File: src/rtl/xil_dmem_tp_8x16.sv
// Distributed two-port 8x16 memory: one synchronous write port, one asynchronous read port.
// Contents are deliberately left unreset, matching the LUT-RAM primitive.
module xil_dmem_tp_8x16 (
  input  logic        clk_wr,
  input  logic        i_wr_en,
  input  logic [2:0]  i_wr_adr,
  input  logic [15:0] i_wr_data,
  input  logic [2:0]  i_rd_adr,
  output logic [15:0] o_rd_data
);

  logic [15:0] mem [8];

  always_ff @(posedge clk_wr) begin
    if (i_wr_en) begin
      mem[i_wr_adr] <= i_wr_data;
    end
  end

  assign o_rd_data = mem[i_rd_adr];

endmodule

File: src/rtl/fifo_fwft_8x16.sv
// 8-entry x 16-bit first-word-fall-through FIFO with occupancy, threshold flags and
// sticky overflow/underflow error flags, built around the distributed two-port memory.
module fifo_fwft_8x16 #(
  parameter int AFULL_THRES  = 6,
  parameter int AEMPTY_THRES = 1
) (
  input  logic        clk,
  input  logic        rst,
  input  logic [15:0] i_wr_data,
  input  logic        i_wr_en,
  output logic        o_full,
  output logic        o_afull,
  input  logic        i_rd_en,
  output logic [15:0] o_rd_data,
  output logic        o_empty,
  output logic        o_aempty,
  output logic [3:0]  o_level,
  output logic        o_overflow,
  output logic        o_underflow,
  input  logic        i_clr_err
);

  localparam int PTR_W = 3;
  localparam int LVL_W = 4;
  localparam logic [LVL_W-1:0] DEPTH_LVL  = LVL_W'(8);
  localparam logic [LVL_W-1:0] AFULL_LVL  = LVL_W'(AFULL_THRES);
  localparam logic [LVL_W-1:0] AEMPTY_LVL = LVL_W'(AEMPTY_THRES);

  logic [PTR_W-1:0] wr_ptr_reg, wr_ptr_next;
  logic [PTR_W-1:0] rd_ptr_reg, rd_ptr_next;
  logic [LVL_W-1:0] level_reg, level_next;
  logic             overflow_reg, overflow_next;
  logic             underflow_reg, underflow_next;
  logic             wr_acc, rd_acc;

  // Flags decode only registered state, so the sole input-to-output path is the memory read.
  assign o_full   = (level_reg == DEPTH_LVL);
  assign o_empty  = (level_reg == '0);
  assign o_afull  = (level_reg >= AFULL_LVL);
  assign o_aempty = (level_reg <= AEMPTY_LVL);
  assign o_level  = level_reg;
  assign o_overflow  = overflow_reg;
  assign o_underflow = underflow_reg;

  assign wr_acc = i_wr_en & ~o_full;
  assign rd_acc = i_rd_en & ~o_empty;

  always_comb begin
    wr_ptr_next    = wr_acc ? wr_ptr_reg + PTR_W'(1) : wr_ptr_reg;
    rd_ptr_next    = rd_acc ? rd_ptr_reg + PTR_W'(1) : rd_ptr_reg;
    level_next     = level_reg + LVL_W'(wr_acc) - LVL_W'(rd_acc);
    overflow_next  = overflow_reg;
    underflow_next = underflow_reg;
    if (i_clr_err) begin
      overflow_next  = 1'b0;
      underflow_next = 1'b0;
    end
    // A fresh error in the clearing cycle must not be lost.
    if (i_wr_en && o_full) begin
      overflow_next = 1'b1;
    end
    if (i_rd_en && o_empty) begin
      underflow_next = 1'b1;
    end
  end

  always_ff @(posedge clk) begin
    if (rst) begin
      wr_ptr_reg    <= '0;
      rd_ptr_reg    <= '0;
      level_reg     <= '0;
      overflow_reg  <= 1'b0;
      underflow_reg <= 1'b0;
    end else begin
      wr_ptr_reg    <= wr_ptr_next;
      rd_ptr_reg    <= rd_ptr_next;
      level_reg     <= level_next;
      overflow_reg  <= overflow_next;
      underflow_reg <= underflow_next;
    end
  end

  // The full check keeps the write address off every unread entry, so no bypass is needed.
  xil_dmem_tp_8x16 u_mem (
    .clk_wr    (clk),
    .i_wr_en   (wr_acc),
    .i_wr_adr  (wr_ptr_reg),
    .i_wr_data (i_wr_data),
    .i_rd_adr  (rd_ptr_reg),
    .o_rd_data (o_rd_data)
  );

endmodule
File: config.mk
export PLATFORM = sky130hd
export DESIGN_NAME = fifo_fwft_8x16
export DESIGN_NICKNAME = d
export VERILOG_FILES = /design/src/rtl/xil_dmem_tp_8x16.sv /design/src/rtl/fifo_fwft_8x16.sv
export SDC_FILE = /design/constraint.sdc
export NUM_CORES = 1
export LEC_CHECK = 0
export ABC_AREA = 1
export BUFFER_PORTS_ARGS = -buffer_cell sky130_fd_sc_hd__buf_2
export CORE_UTILIZATION = 54
export DETAILED_ROUTE_END_ITERATION = 6
export PLACE_DENSITY = 0.82
export RECOVER_POWER = 100
export SYNTH_ARGS = -nofsm -noshare
export SYNTH_HDL_FRONTEND = slang
export SYNTH_SLANG_ARGS = --single-unit
File: constraint.sdc
create_clock -name clk -period 1.9 [get_ports clk]
set_input_delay 0.285 -clock clk [delete_from_list [all_inputs] [get_ports clk]]
set_output_delay 0.285 -clock clk [all_outputs]
set_load 0.03 [all_outputs]
## Yosys cells after proc, flatten, opt, wreduce, memory -nomap -nowiden

Memory sizes are Yosys's and may differ from the RTL's. A register that Yosys moved wholly into a read port is not among the register bits.
Cells that the tools add are included.

| storage, ports and cells | value |
|---|---|
| register bits after elaboration | 12 |
| memory bits (writable) | 128 |
| output and inout bits | 26 |
| word-level logic and storage cells | 29 |
| memories kept | 1 |

Memory list:

| memory | words | bits a word | rd ports | clocked after memory_dff | write ports | line | text |
|---|---|---|---|---|---|---|---|
| u_mem.mem | 8 | 16 | 1 | 1 | 1 | xil_dmem_tp_8x16.sv:12 | `logic [15:0] mem [8];` |

| cells by class | value |
|---|---|
| add/sub/neg operators | 4 |
| $lt $le $gt $ge | 2 |
| eq/ne operators | 1 |
| muxes and demuxes | 7 |
| bitwise gates (word level) | 4 |
| reductions and logical operators | 5 |

Operators with widths:

| operator | count |
|---|---|
| 3-bit by 1-bit adder with 3-bit output (second input constant) | 2 |
| 3-bit 2-to-1 mux | 2 |
| 1-bit 2-to-1 mux | 5 |
| 4-bit by 1-bit adder with 4-bit output | 1 |
| 4-bit equality test (second input constant) | 1 |
| 4-bit by 3-bit >= comparator with 1-bit output (second input constant) | 1 |
| 4-bit by 1-bit <= comparator with 1-bit output (second input constant) | 1 |
| 4-bit logical NOT | 1 |
| 2-bit nonzero test | 2 |
| 4-bit by 1-bit subtractor with 4-bit output | 1 |
| 1-bit bitwise AND | 2 |
| 1-bit logical AND | 2 |
| 1-bit NOT | 2 |

## Depth between registers and ports, before layout

Gate-level depths: netlist of run 1.

| logic depth | value |
|---|---|
| word-level depth | 5 |
| mapped depth | 12 |
| depth with buffers taken out | 12 |

## By module

A second synthesis of run 1 with hierarchy kept.

| unflattened totals | value |
|---|---|
| cells, all modules | 663 |
| area total of the unflattened synthesis | 6,383.6 sq um |

Modules (own cells, without submodules):

| module | instances | cells an instance | area each (sq um) | sequential area each (sq um) |
|---|---|---|---|---|
| xil_dmem_tp_8x16 | 1 | 571 | 5,669.2 | 3,843.7 |
| fifo_fwft_8x16 | 1 | 92 | 714.4 | 240.2 |

## Worst setup path after synthesis of run 1

Ideal clock, no wire load.

| timing path | value |
|---|---|
| path kind | register to register |
| from | register level_reg[2] (netlist: o_level[2]) |
| to | memory u_mem.mem[0][0], enable pin |
| arrival time | 1,929 ps |
| setup slack | -417 ps |
| cell stages (with the launch flop) | 8 |
| buffers on the path | 0 |
| clock period less this slack | 2,317 ps |
| cells stage by stage | dfxtp_1 > inv_1 > ha_1 > nand2_2 > nand2_1 > inv_1 > nand2_1 > nor2_1 |

| on the way | value |
|---|---|
| word-level cells in the longest chain between the ends | 5 |

RTL lines:

| what | line | text |
|---|---|---|
| start: declaration | fifo_fwft_8x16.sv:31 | `logic [LVL_W-1:0] level_reg, level_next;` |
| start signal: assignment | fifo_fwft_8x16.sv:77 | `level_reg <= level_next;` |
| 4-bit equality test | fifo_fwft_8x16.sv:37 | `assign o_full = (level_reg == DEPTH_LVL);` |
| 1-bit NOT | fifo_fwft_8x16.sv:45 | `assign wr_acc = i_wr_en & ~o_full;` |
| 1-bit bitwise AND | fifo_fwft_8x16.sv:45 |  |
| 1-bit 2-to-1 mux | xil_dmem_tp_8x16.sv:15 | `if (i_wr_en) begin` |
| 1-bit 2-to-1 mux (not written as such) | xil_dmem_tp_8x16.sv:16 | `mem[i_wr_adr] <= i_wr_data;` |
| end: declaration | xil_dmem_tp_8x16.sv:12 |  |

Every way passes these cells.

==> flow_metrics.env, run 1 <==
export IMPL_fin_crit_sh_pct=98.6
export IMPL_synthXorXnorAreaFrac_pct=0.136
export IMPL_worst_setup_path_start_kind="register"
export IMPL_clk_pin_slew_ns=0.06
export IMPL_worstHoldStart="rst"
export IMPL_critPathSlowestCell="dfxtp_4"
export IMPL_dieArea_um2=12300
export IMPL_hold_viol_final=0
export IMPL_ys_warn_count=0
export IMPL_max_freq_ghz=0.534
export IMPL_synth_compound_area_share_pct=0.975
export IMPL_synth_largest_area_cell="edfxtp_1"
export IMPL_cts_buffers=17
export IMPL_ys_seq_area_share_pct=64.6
export IMPL_ys_ff_latch=143
export IMPL_grt_pass1_wl_um=21900
export IMPL_cap_viol_max_count=0
export IMPL_largest_register="u_mem.mem"
export IMPL_largest_register_ffs=128
export IMPL_crit_required_ns=1.62
export IMPL_grt_ovfl_total=0
export IMPL_rrSetupSlack_ns=0.07
export IMPL_r2r_start="o_level[3]$_SDFF_PP0_"
export IMPL_nNetsFinal=762
export IMPL_final_cell_mix="nand2_1, inv_1, edfxtp_1"
export IMPL_cts_num_sinks=143
export IMPL_crit_path_end_kind="primary output"
export IMPL_peakVddDrop_uv=1280
export IMPL_drt_iter0_markers=385
export IMPL_synth_cells=666
export IMPL_slew_headroom_pct=70.5
export IMPL_gp_congestion=0.821
export IMPL_slew_viol_final=0
export IMPL_post_route_min_period_ns=1.87
export IMPL_holdPathStages=2
export IMPL_reg2reg_depth=10
export IMPL_die_w_um=111
export IMPL_status="finished, final reports clean"
export IMPL_power_density_nw_per_um2=1430
export IMPL_slowest_delay_ns=0.43
export IMPL_reg2reg_to="o_level[2]$_SDFF_PP0_"
export IMPL_start_util_pct=55.7
export IMPL_grt_total_usage_pct=23.5
export IMPL_place_inst=850
export IMPL_synth_nets=697
export IMPL_ios=47
export IMPL_clockBufferDepth=2
export IMPL_final_cells=887
export IMPL_postRouteAntennaNets=0
export IMPL_p_leak_nw=3.57
export IMPL_antenna_cells_inserted=0
export IMPL_worstPathArrival_ns=1.59
export IMPL_synthTopCellsByArea="edfxtp_1, nand2_1, inv_1"
export IMPL_drt_wl_total_um=13700
export IMPL_place_hpwl_um=7710
export IMPL_grt_pass1_vias=4754
export IMPL_netlist_area_um2=6420
export IMPL_num_vias=4557
export IMPL_antenna_found_initial=0
export IMPL_setup_violations=0
export IMPL_synth_top_family_by_area="simple AND/OR/NAND/NOR gates"
export IMPL_holdPathEnd="o_level[1]$_SDFF_PP0_"
export IMPL_cp_common_cell="nand2_1"
export IMPL_worstPathMaxFanout=10
export IMPL_die_y_um=111
export IMPL_grt_max_degree=33
export IMPL_wire_per_inst_um=15.4
export IMPL_coreArea_um2=11500
export IMPL_layout_commonest_cell="nand2_1"
export IMPL_hold_path_class="in2reg"
export IMPL_timing_worst_setup_path_type="reg2out"
export IMPL_fin_hold_ws_ns=0.0934
export IMPL_rows=39
export IMPL_clock_skew_ns=0.00527
export IMPL_drive_gt1_share_pct=16.4
export IMPL_insertion_delay_ns=0.42
export IMPL_firstDrtPassIters=5
export IMPL_cts_root_buffer="clkbuf_16"
export IMPL_cts_tree="built"
export IMPL_crit_chain="inv_8 -> buf_12 -> nand2_1 -> nand3_1 -> nand2_1 -> nand2_1 -> nand2_2 -> buf_6"
export IMPL_synthSimpleGateAreaFrac_pct=20.9
export IMPL_worstMarginPinSlew_ns=0.442
export IMPL_htree_levels=4
export IMPL_drcViolationCount=0
export IMPL_yosys_cell_types_count=19
export IMPL_viasPerCell=5.14
export IMPL_finalPower_mw=11.1
export IMPL_tns_ns=0
export IMPL_rsz0062_at_grt="true"
export IMPL_io_buffer_count=46
export IMPL_placed_area_um2=6970
export IMPL_synth_top_area_share_pct=59.9
export IMPL_stdcell_area_um2=7750
export IMPL_synthToLayoutAreaGrowth_pct=20.8
export IMPL_synth_adder_area_share_pct=2.07
export IMPL_synthMuxAreaShare_pct=0
export IMPL_avgSynthCellArea_um2=9.64
==> worst max path at each step <==
stage                                      from  slack (ns)  depth (start not counted)                         to
after floorplan           o_level[2]$_SDFF_PP0_       0.002                          7  u_mem.mem[0][0]$_DFFE_PP_
after global placement    o_level[3]$_SDFF_PP0_        0.13                          9      o_level[2]$_SDFF_PP0_
after detailed placement  o_level[3]$_SDFF_PP0_        0.02                          9      o_level[2]$_SDFF_PP0_
after CTS                              register       -0.02                          7              o_rd_data[15]
after global routing                   register       -0.07                          7              o_rd_data[15]
final                                  register        0.03                          8              o_rd_data[15]
==> critical path: cells and delay by family, from the launching register on <==
family | cells | cell delay, ns
flip-flops | 1 | 0.43
buffers and inverters | 3 | 0.34
AND/OR/NAND/NOR | 5 | 0.40
==> logic make-up (layout without fill, tap and decap cells) <==
kind of cell / Yosys count / in the layout
flops: 143 / 143
xor+xnor: 1 / 1
compound gates: 12 / 12
simple gates: 329 / 329
buf+inv: 171 / 249
fa+ha+maj: 10 / 10
==> layer usage <==
layer / up-vias / share of wire (%) / track usage, %
met2: 179 / 52 / 39.5
li1: 2200 / - / -
met4: 0 / 2.6 / 16.0
met5: - / 0 / 0
met1: 2147 / 39 / 26.6
met3: 31 / 6.6 / 5.74
==> where the power goes <==
part           switching [mW]  internal, mW
clock network            1.30          2.09
logic                    2.41          1.44
registers               0.148          3.71
==> cell usage after synthesis <==
library cell,number
nor2_1,21
fa_1,1
nand3_2,1
a21oi_1,11
dfxtp_1,15
buf_4,4
xnor2_1,1
buf_6,7
ha_1,9
inv_2,1
inv_1,146
nor2_2,1
nand2_1,232
a21o_1,1
nand3_1,70
buf_2,13
edfxtp_1,128
nand2_2,2
nand3b_1,2
==> final cells by class <==
cell class                      instances  area [µm²]
Inverter                              147         562
Fill cell                             796        3760
Clock buffer                           18         429
Clock inverter                         14         184
Multi-Input combinational cell        352        1660
Timing Repair Buffer                   70         582
Sequential cell                       143        4150
Tap cell                              143         179
==> timing repair <==
| item | 4_1_cts | 5_1_grt |
|---|---|---|
| endpoints found under the setup margin | 19 | 19 |
| resized for setup | 20 | 67 |
| pin swaps | 2 | 8 |
| buffers inserted | 1 | 2 |
| cloned | 1 | 1 |
| hold buffers | 0 | 0 |
==> per-stage QoR <==
stage | utilization [%] | worst slack, ns
final | 67.3 | 0.0259
after global routing | 67.3 | -0.0673
after CTS | 66.7 | -0.0200
after detailed placement | 60.5 | 0.0208
after global placement | 60.5 | 0.133
after floorplan | - | 0.00179
Power figures use the tool's default switching activity.
==> inputs of run 2 (changes only) <==
--- a/config.mk
+++ b/config.mk
@@ -5,11 +5,11 @@
 export SDC_FILE = /design/constraint.sdc
 export NUM_CORES = 1
 export LEC_CHECK = 0
-export ABC_AREA = 1
 export BUFFER_PORTS_ARGS = -buffer_cell sky130_fd_sc_hd__buf_2
-export CORE_UTILIZATION = 54
+export CORE_UTILIZATION = 53
+export CTS_CLUSTER_SIZE = 40
 export DETAILED_ROUTE_END_ITERATION = 6
-export PLACE_DENSITY = 0.82
+export PLACE_DENSITY = 0.81
 export RECOVER_POWER = 100
 export SYNTH_ARGS = -nofsm -noshare
 export SYNTH_HDL_FRONTEND = slang
==> constraint.sdc (replaced) <==
create_clock -name clk -period 1.6 [get_ports clk]
set_input_delay 0.24 -clock clk [delete_from_list [all_inputs] [get_ports clk]]
set_output_delay 0.24 -clock clk [all_outputs]
set_load 0.03 [all_outputs]
==> flow_metrics.env, run 2 <==
export IMPL_max_freq_ghz=0.422
export IMPL_synth_top_family_by_area="multiplexers"
export IMPL_stdcell_area_um2=8030
export IMPL_setup_violations=160
export IMPL_synthXorXnorAreaFrac_pct=0.306
export IMPL_gp_congestion=0.740
export IMPL_num_vias=3257
export IMPL_largest_register="u_mem.mem"
export IMPL_cts_buffers=17
export IMPL_synth_adder_area_share_pct=2.31
export IMPL_grt_total_usage_pct=25.6
export IMPL_synth_most_common_cell="edfxtp_1"
export IMPL_die_y_um=106
export IMPL_rows=37
export IMPL_synth_top_area_share_pct=67.1
export IMPL_insertion_delay_ns=0.52
export IMPL_io_buffer_count=46
export IMPL_post_route_min_period_ns=2.37
export IMPL_finalPower_mw=13.3
export IMPL_crit_path_end_kind="primary output"
export IMPL_synthTopCellsByArea="edfxtp_1, mux4_1, dfxtp_1"
export IMPL_final_cells=559
export IMPL_worstPathArrival_ns=2.13
export IMPL_postRouteAntennaNets=0
export IMPL_timing_worst_setup_path_type="reg2out"
export IMPL_ys_seq_area_share_pct=72.3
export IMPL_cts_root_buffer="clkbuf_8"
export IMPL_fin_crit_sh_pct=148
export IMPL_htree_levels=4
export IMPL_synthSimpleGateAreaFrac_pct=3.71
export IMPL_clockBufferDepth=2
export IMPL_async_flop_share_pct=0
export IMPL_clk_pin_slew_ns=0.06
export IMPL_yosys_most_used_dff="edfxtp_1"
export IMPL_fin_hold_ws_ns=0.0406
export IMPL_worstPathMaxFanout=7
export IMPL_ios=47
export IMPL_drt_wl_total_um=14000
export IMPL_start_util_pct=55.0
export IMPL_synthMuxAreaShare_pct=18.5
export IMPL_clock_skew_ns=0.0122
export IMPL_coreArea_um2=10400
export IMPL_status="finished, violations left"
export IMPL_largest_register_ffs=128
export IMPL_hold_viol_final=0
export IMPL_synth_largest_area_cell="edfxtp_1"
export IMPL_worst_setup_path_start_kind="register"
export IMPL_drive_gt1_share_pct=51.3
export IMPL_cts_tree="built"
export IMPL_worstMarginPinSlew_ns=0.377
export IMPL_cap_viol_max_count=0
export IMPL_violations="negative setup slack"
export IMPL_finalWorstSetupSlack_ns=-0.768
export IMPL_wire_per_inst_um=25.0
export IMPL_slew_headroom_pct=74.8
export IMPL_place_inst=481
export IMPL_slew_viol_final=0
export IMPL_rsz0062_at_grt="true"
export IMPL_place_hpwl_um=6240
export IMPL_power_density_nw_per_um2=1650
export IMPL_synth_nets=309
export IMPL_viasPerCell=5.83
export IMPL_synth_edf_count=128
export IMPL_firstDrtPassIters=4
export IMPL_layout_commonest_cell="edfxtp_1"
export IMPL_grt_max_degree=33
export IMPL_synthTopCellsByCount="edfxtp_1, mux4_1, mux2_2"
export IMPL_cts_num_sinks=143
export IMPL_antenna_cells_inserted=0
export IMPL_antenna_found_initial=0
export IMPL_hold_path_class="in2reg"
export IMPL_ys_warn_count=0
export IMPL_synth_compound_area_share_pct=1.29
export IMPL_avgSynthCellArea_um2=20.6
export IMPL_drt_iter0_markers=253
export IMPL_netlist_area_um2=5730
export IMPL_grt_pass1_vias=3445
export IMPL_placed_area_um2=6480
export IMPL_final_cell_mix="edfxtp_1, buf_6, mux4_2"
export IMPL_synthToLayoutAreaGrowth_pct=40.1
export IMPL_dieArea_um2=11200
export IMPL_crit_required_ns=1.36
export IMPL_drcViolationCount=0
export IMPL_peakVddDrop_uv=1470
export IMPL_die_w_um=106
export IMPL_nNetsFinal=441
export IMPL_grt_ovfl_total=0
export IMPL_p_leak_nw=2.78
export IMPL_yosys_cell_types_count=28
export IMPL_grt_pass1_wl_um=19900
export IMPL_synth_cells=278
export IMPL_ys_ff_latch=143
-- run 2: cell types whose count changed after synthesis, sizes merged, moves of 3 or more --
cell and change:
nand2 -227, inv -142, nand3 -68, mux4 +32, mux2 +19, buf -16
nor2 -13, nor2b +7, nand2b +5, nor3 +4, clkbuf +3, o21ai +3
-- run 2: where the power goes --
| part | leakage (nW) | total [mW] | switching, mW | internal, mW |
|---|---|---|---|---|
| sequential | 1.29 | 4.54 | 0.170 | 4.37 |
| clock | 0.290 | 4.16 | 1.60 | 2.56 |
| combinational | 1.20 | 4.58 | 2.14 | 2.44 |
-- run 2: through the flow --
stage	setup TNS, ns	util, %	worst slack (ns)
2_1_floorplan	-54.29	-	-0.635
3_3_place_gp	-46.58	62.2	-0.598
3_5_place_dp	-53.54	62.2	-0.667
4_1_cts	-40.47	75.6	-0.801
5_1_grt	-76.25	77.1	-0.807
6_report	-68.11	77.1	-0.768
-- run 2: path summary, 6_finish.rpt --
| kind | from | endpoint | slack (ns) | cells after the start |
|---|---|---|---|---|
| max | register | o_rd_data[8] | -0.77 | 4 |
| min | i_clr_err | o_underflow$_SDFFE_PP0P_ | 0.04 | 4 |
| max reg2reg | o_level[3]$_SDFF_PP0_ | o_level[1]$_SDFF_PP0_ | -0.54 | 9 |
| min reg2reg | rd_ptr_reg[1]$_SDFFE_PP0P_ | rd_ptr_reg[1]$_SDFFE_PP0P_ | 0.54 | 2 |
-- run 2: layout make-up --
class                   count  area [µm²]
flip-flops and latches    143        4160
fillers                   535        2390
multi-input cells         119        1730
repair buffers            124        1330
clock buffers              18         418
clock inverters            14         203
well taps                 136         170
inverters                   5        23.8
-- run 2: cells by family after synthesis --
kind of cell,Yosys count
compound gates,14
xor+xnor,2
fa+ha+maj,10
buf+inv,16
flops,143
mux,53
simple gates,40
-- run 2: worst max-delay path, cell delays in order, from the launching register on --
cell and delay [ns]:
dfxtp_4 0.45, buf_12 0.17, mux4_2 0.55, mux2_4 0.30, buf_6 0.14
-- run 2: metal layers --
metal  up-vias  routed length, µm  global-route usage, %
met5         -                  0                      0
li1       1393                  -                      -
met3        32                858                   6.44
met4         0                467                   12.0
met1      1684               4910                   27.9
met2       148               7730                   46.7
-- run 2: what timing repair did --
action / 4_1_cts / 5_1_grt
buffers inserted: 21 / 13
endpoints found under the setup margin: 156 / 158
pin swaps: 13 / 11
endpoints found under the hold margin: 88 / 6
cloned: 4 / 2
hold buffers: 12 / 1
gates resized for setup: 86 / 37
==> inputs of run 3 (changes only) <==
--- a/config.mk
+++ b/config.mk
@@ -6,6 +6,7 @@
 export NUM_CORES = 1
 export LEC_CHECK = 0
 export BUFFER_PORTS_ARGS = -buffer_cell sky130_fd_sc_hd__buf_2
+export CORE_ASPECT_RATIO = 1.25
 export CORE_UTILIZATION = 53
 export CTS_CLUSTER_SIZE = 40
 export DETAILED_ROUTE_END_ITERATION = 6
==> flow_metrics.env, run 3 (same netlist as run 2, synthesis figures left out) <==
export IMPL_coreArea_um2=10600
export IMPL_die_y_um=118
export IMPL_status="finished, violations left"
export IMPL_r2r_start="o_level[2]$_SDFF_PP0_"
export IMPL_crit_required_ns=1.36
export IMPL_worstPathArrival_ns=2.01
export IMPL_place_hpwl_um=6520
export IMPL_dp_slack_ns=-0.628
export IMPL_post_route_min_period_ns=2.25
export IMPL_clock_skew_ns=0.00938
export IMPL_firstDrtPassIters=4
export IMPL_power_density_nw_per_um2=1680
export IMPL_stdcell_area_um2=7950
export IMPL_rsz0062_at_grt="true"
export IMPL_drt_wl_total_um=13400
export IMPL_peakVddDrop_uv=1170
export IMPL_violations="negative setup slack"
export IMPL_worst_setup_path_start_kind="register"
export IMPL_ios=47
export IMPL_grt_ovfl_total=0
export IMPL_postRouteAntennaNets=0
export IMPL_antenna_found_initial=0
export IMPL_start_util_pct=54.3
export IMPL_rows=42
export IMPL_synthToLayoutAreaGrowth_pct=38.7
export IMPL_cap_viol_max_count=0
export IMPL_holdPathEnd="o_underflow$_SDFFE_PP0P_"
export IMPL_setup_violations=159
export IMPL_slew_headroom_pct=74.4
export IMPL_num_vias=3109
export IMPL_largest_register_ffs=128
export IMPL_cts_tree="built"
export IMPL_gp_congestion=0.741
export IMPL_reg2reg_depth=9
export IMPL_drt_iter0_markers=198
export IMPL_hold_path_class="in2reg"
export IMPL_grt_max_degree=33
export IMPL_clk_pin_slew_ns=0.06
export IMPL_cts_root_buffer="clkbuf_16"
export IMPL_crit_path_end_kind="primary output"
export IMPL_insertion_delay_ns=0.41
export IMPL_grt_pass1_wl_um=18900
export IMPL_wire_per_inst_um=24.5
export IMPL_dieArea_um2=11200
export IMPL_htree_levels=4
export IMPL_io_buffer_count=46
export IMPL_grt_total_usage_pct=24.6
export IMPL_max_freq_ghz=0.445
export IMPL_slew_viol_final=0
export IMPL_cts_buffers=17
export IMPL_hold_viol_final=0
export IMPL_drcViolationCount=0
export IMPL_cts_hold_buf=0
export IMPL_nNetsFinal=433
export IMPL_cts_num_sinks=143
export IMPL_viasPerCell=5.68
export IMPL_clockBufferDepth=2
export IMPL_timing_worst_setup_path_type="reg2out"
export IMPL_largest_register="u_mem.mem"
export IMPL_placed_area_um2=6520
export IMPL_finalWorstSetupSlack_ns=-0.647
export IMPL_reg2reg_to="o_level[1]$_SDFF_PP0_"
export IMPL_worstMarginPinSlew_ns=0.385
export IMPL_die_w_um=95.0
export IMPL_finalPower_mw=13.4
export IMPL_holdPathStages=4
export IMPL_rrSetupSlack_ns=-0.55
export IMPL_fin_hold_ws_ns=0.148
export IMPL_fin_crit_sh_pct=140
export IMPL_grt_pass1_vias=3426
export IMPL_drive_gt1_share_pct=51.1
export IMPL_p_leak_nw=2.75
export IMPL_tns_ns=-44.80
export IMPL_layout_commonest_cell="edfxtp_1"
export IMPL_antenna_cells_inserted=0
export IMPL_worstPathMaxFanout=7
export IMPL_final_cell_mix="edfxtp_1, buf_6, mux4_2"
export IMPL_worstHoldStart="i_clr_err"
## run 3: changes by cell type in the layout (fill, tap and decap cells not counted), sizes merged
| cell | before | now |
|---|---|---|
| clkbuf | 43 | 45 |
| clkinv | 0 | 5 |
| inv | 11 | 5 |
| clkinvlp | 4 | 2 |
| buf | 86 | 91 |
| dlygate4sd3 | 13 | 0 |
| bufinv | 4 | 5 |
## run 3: cell type report
type                    count  area, µm²
repair buffers            116       1250
clock buffers              20        437
clock inverters            12        191
multi-input cells         119       1730
inverters                   5       26.3
fillers                   559       2610
flip-flops and latches    143       4160
well taps                 132        165
## run 3: critical path, stage by stage (launching register included)
cell and delay (ns):
dfxtp_4 0.44, clkbuf_16 0.20, mux4_2 0.52, mux2_4 0.29, buf_6 0.14
## run 3: worst max path at each step
stage,startpoint,end,depth (start not counted)
after floorplan,o_level[3]$_SDFF_PP0_,o_level[1]$_SDFF_PP0_,9
after global placement,o_level[2]$_SDFF_PP0_,o_level[1]$_SDFF_PP0_,8
after detailed placement,o_level[2]$_SDFF_PP0_,o_level[1]$_SDFF_PP0_,8
after CTS,register,o_rd_data[3],4
after global routing,register,o_rd_data[15],4
final,register,o_rd_data[2],4
## run 3: power breakdown
part	total, mW	switching, mW	leakage [nW]	internal (mW)
Combinational	4.66	2.16	1.17	2.51
Clock	4.19	1.44	0.299	2.75
Sequential	4.53	0.159	1.29	4.37
## run 3: repair_timing
item,in CTS,in global routing
resized for setup,96,33
pin swaps,17,19
endpoints found under the setup margin,155,158
setup buffers,24,17
gates cloned,3,3
## run 3: routing by layer
metal	wire length [µm]	track usage (%)	part of all wire [%]
met1	4870	28.5	36
met2	7570	41.6	57
met3	594	6.31	4.4
met4	361	12.0	2.7
met5	0	0	0
## run 3: per-stage QoR
stage / utilization, % / instances
final: 75.3 / 547
after CTS: 73.8 / 537
after global routing: 75.3 / 547
after global placement: 61.7 / 481
after floorplan: - / 278
after detailed placement: 61.7 / 481
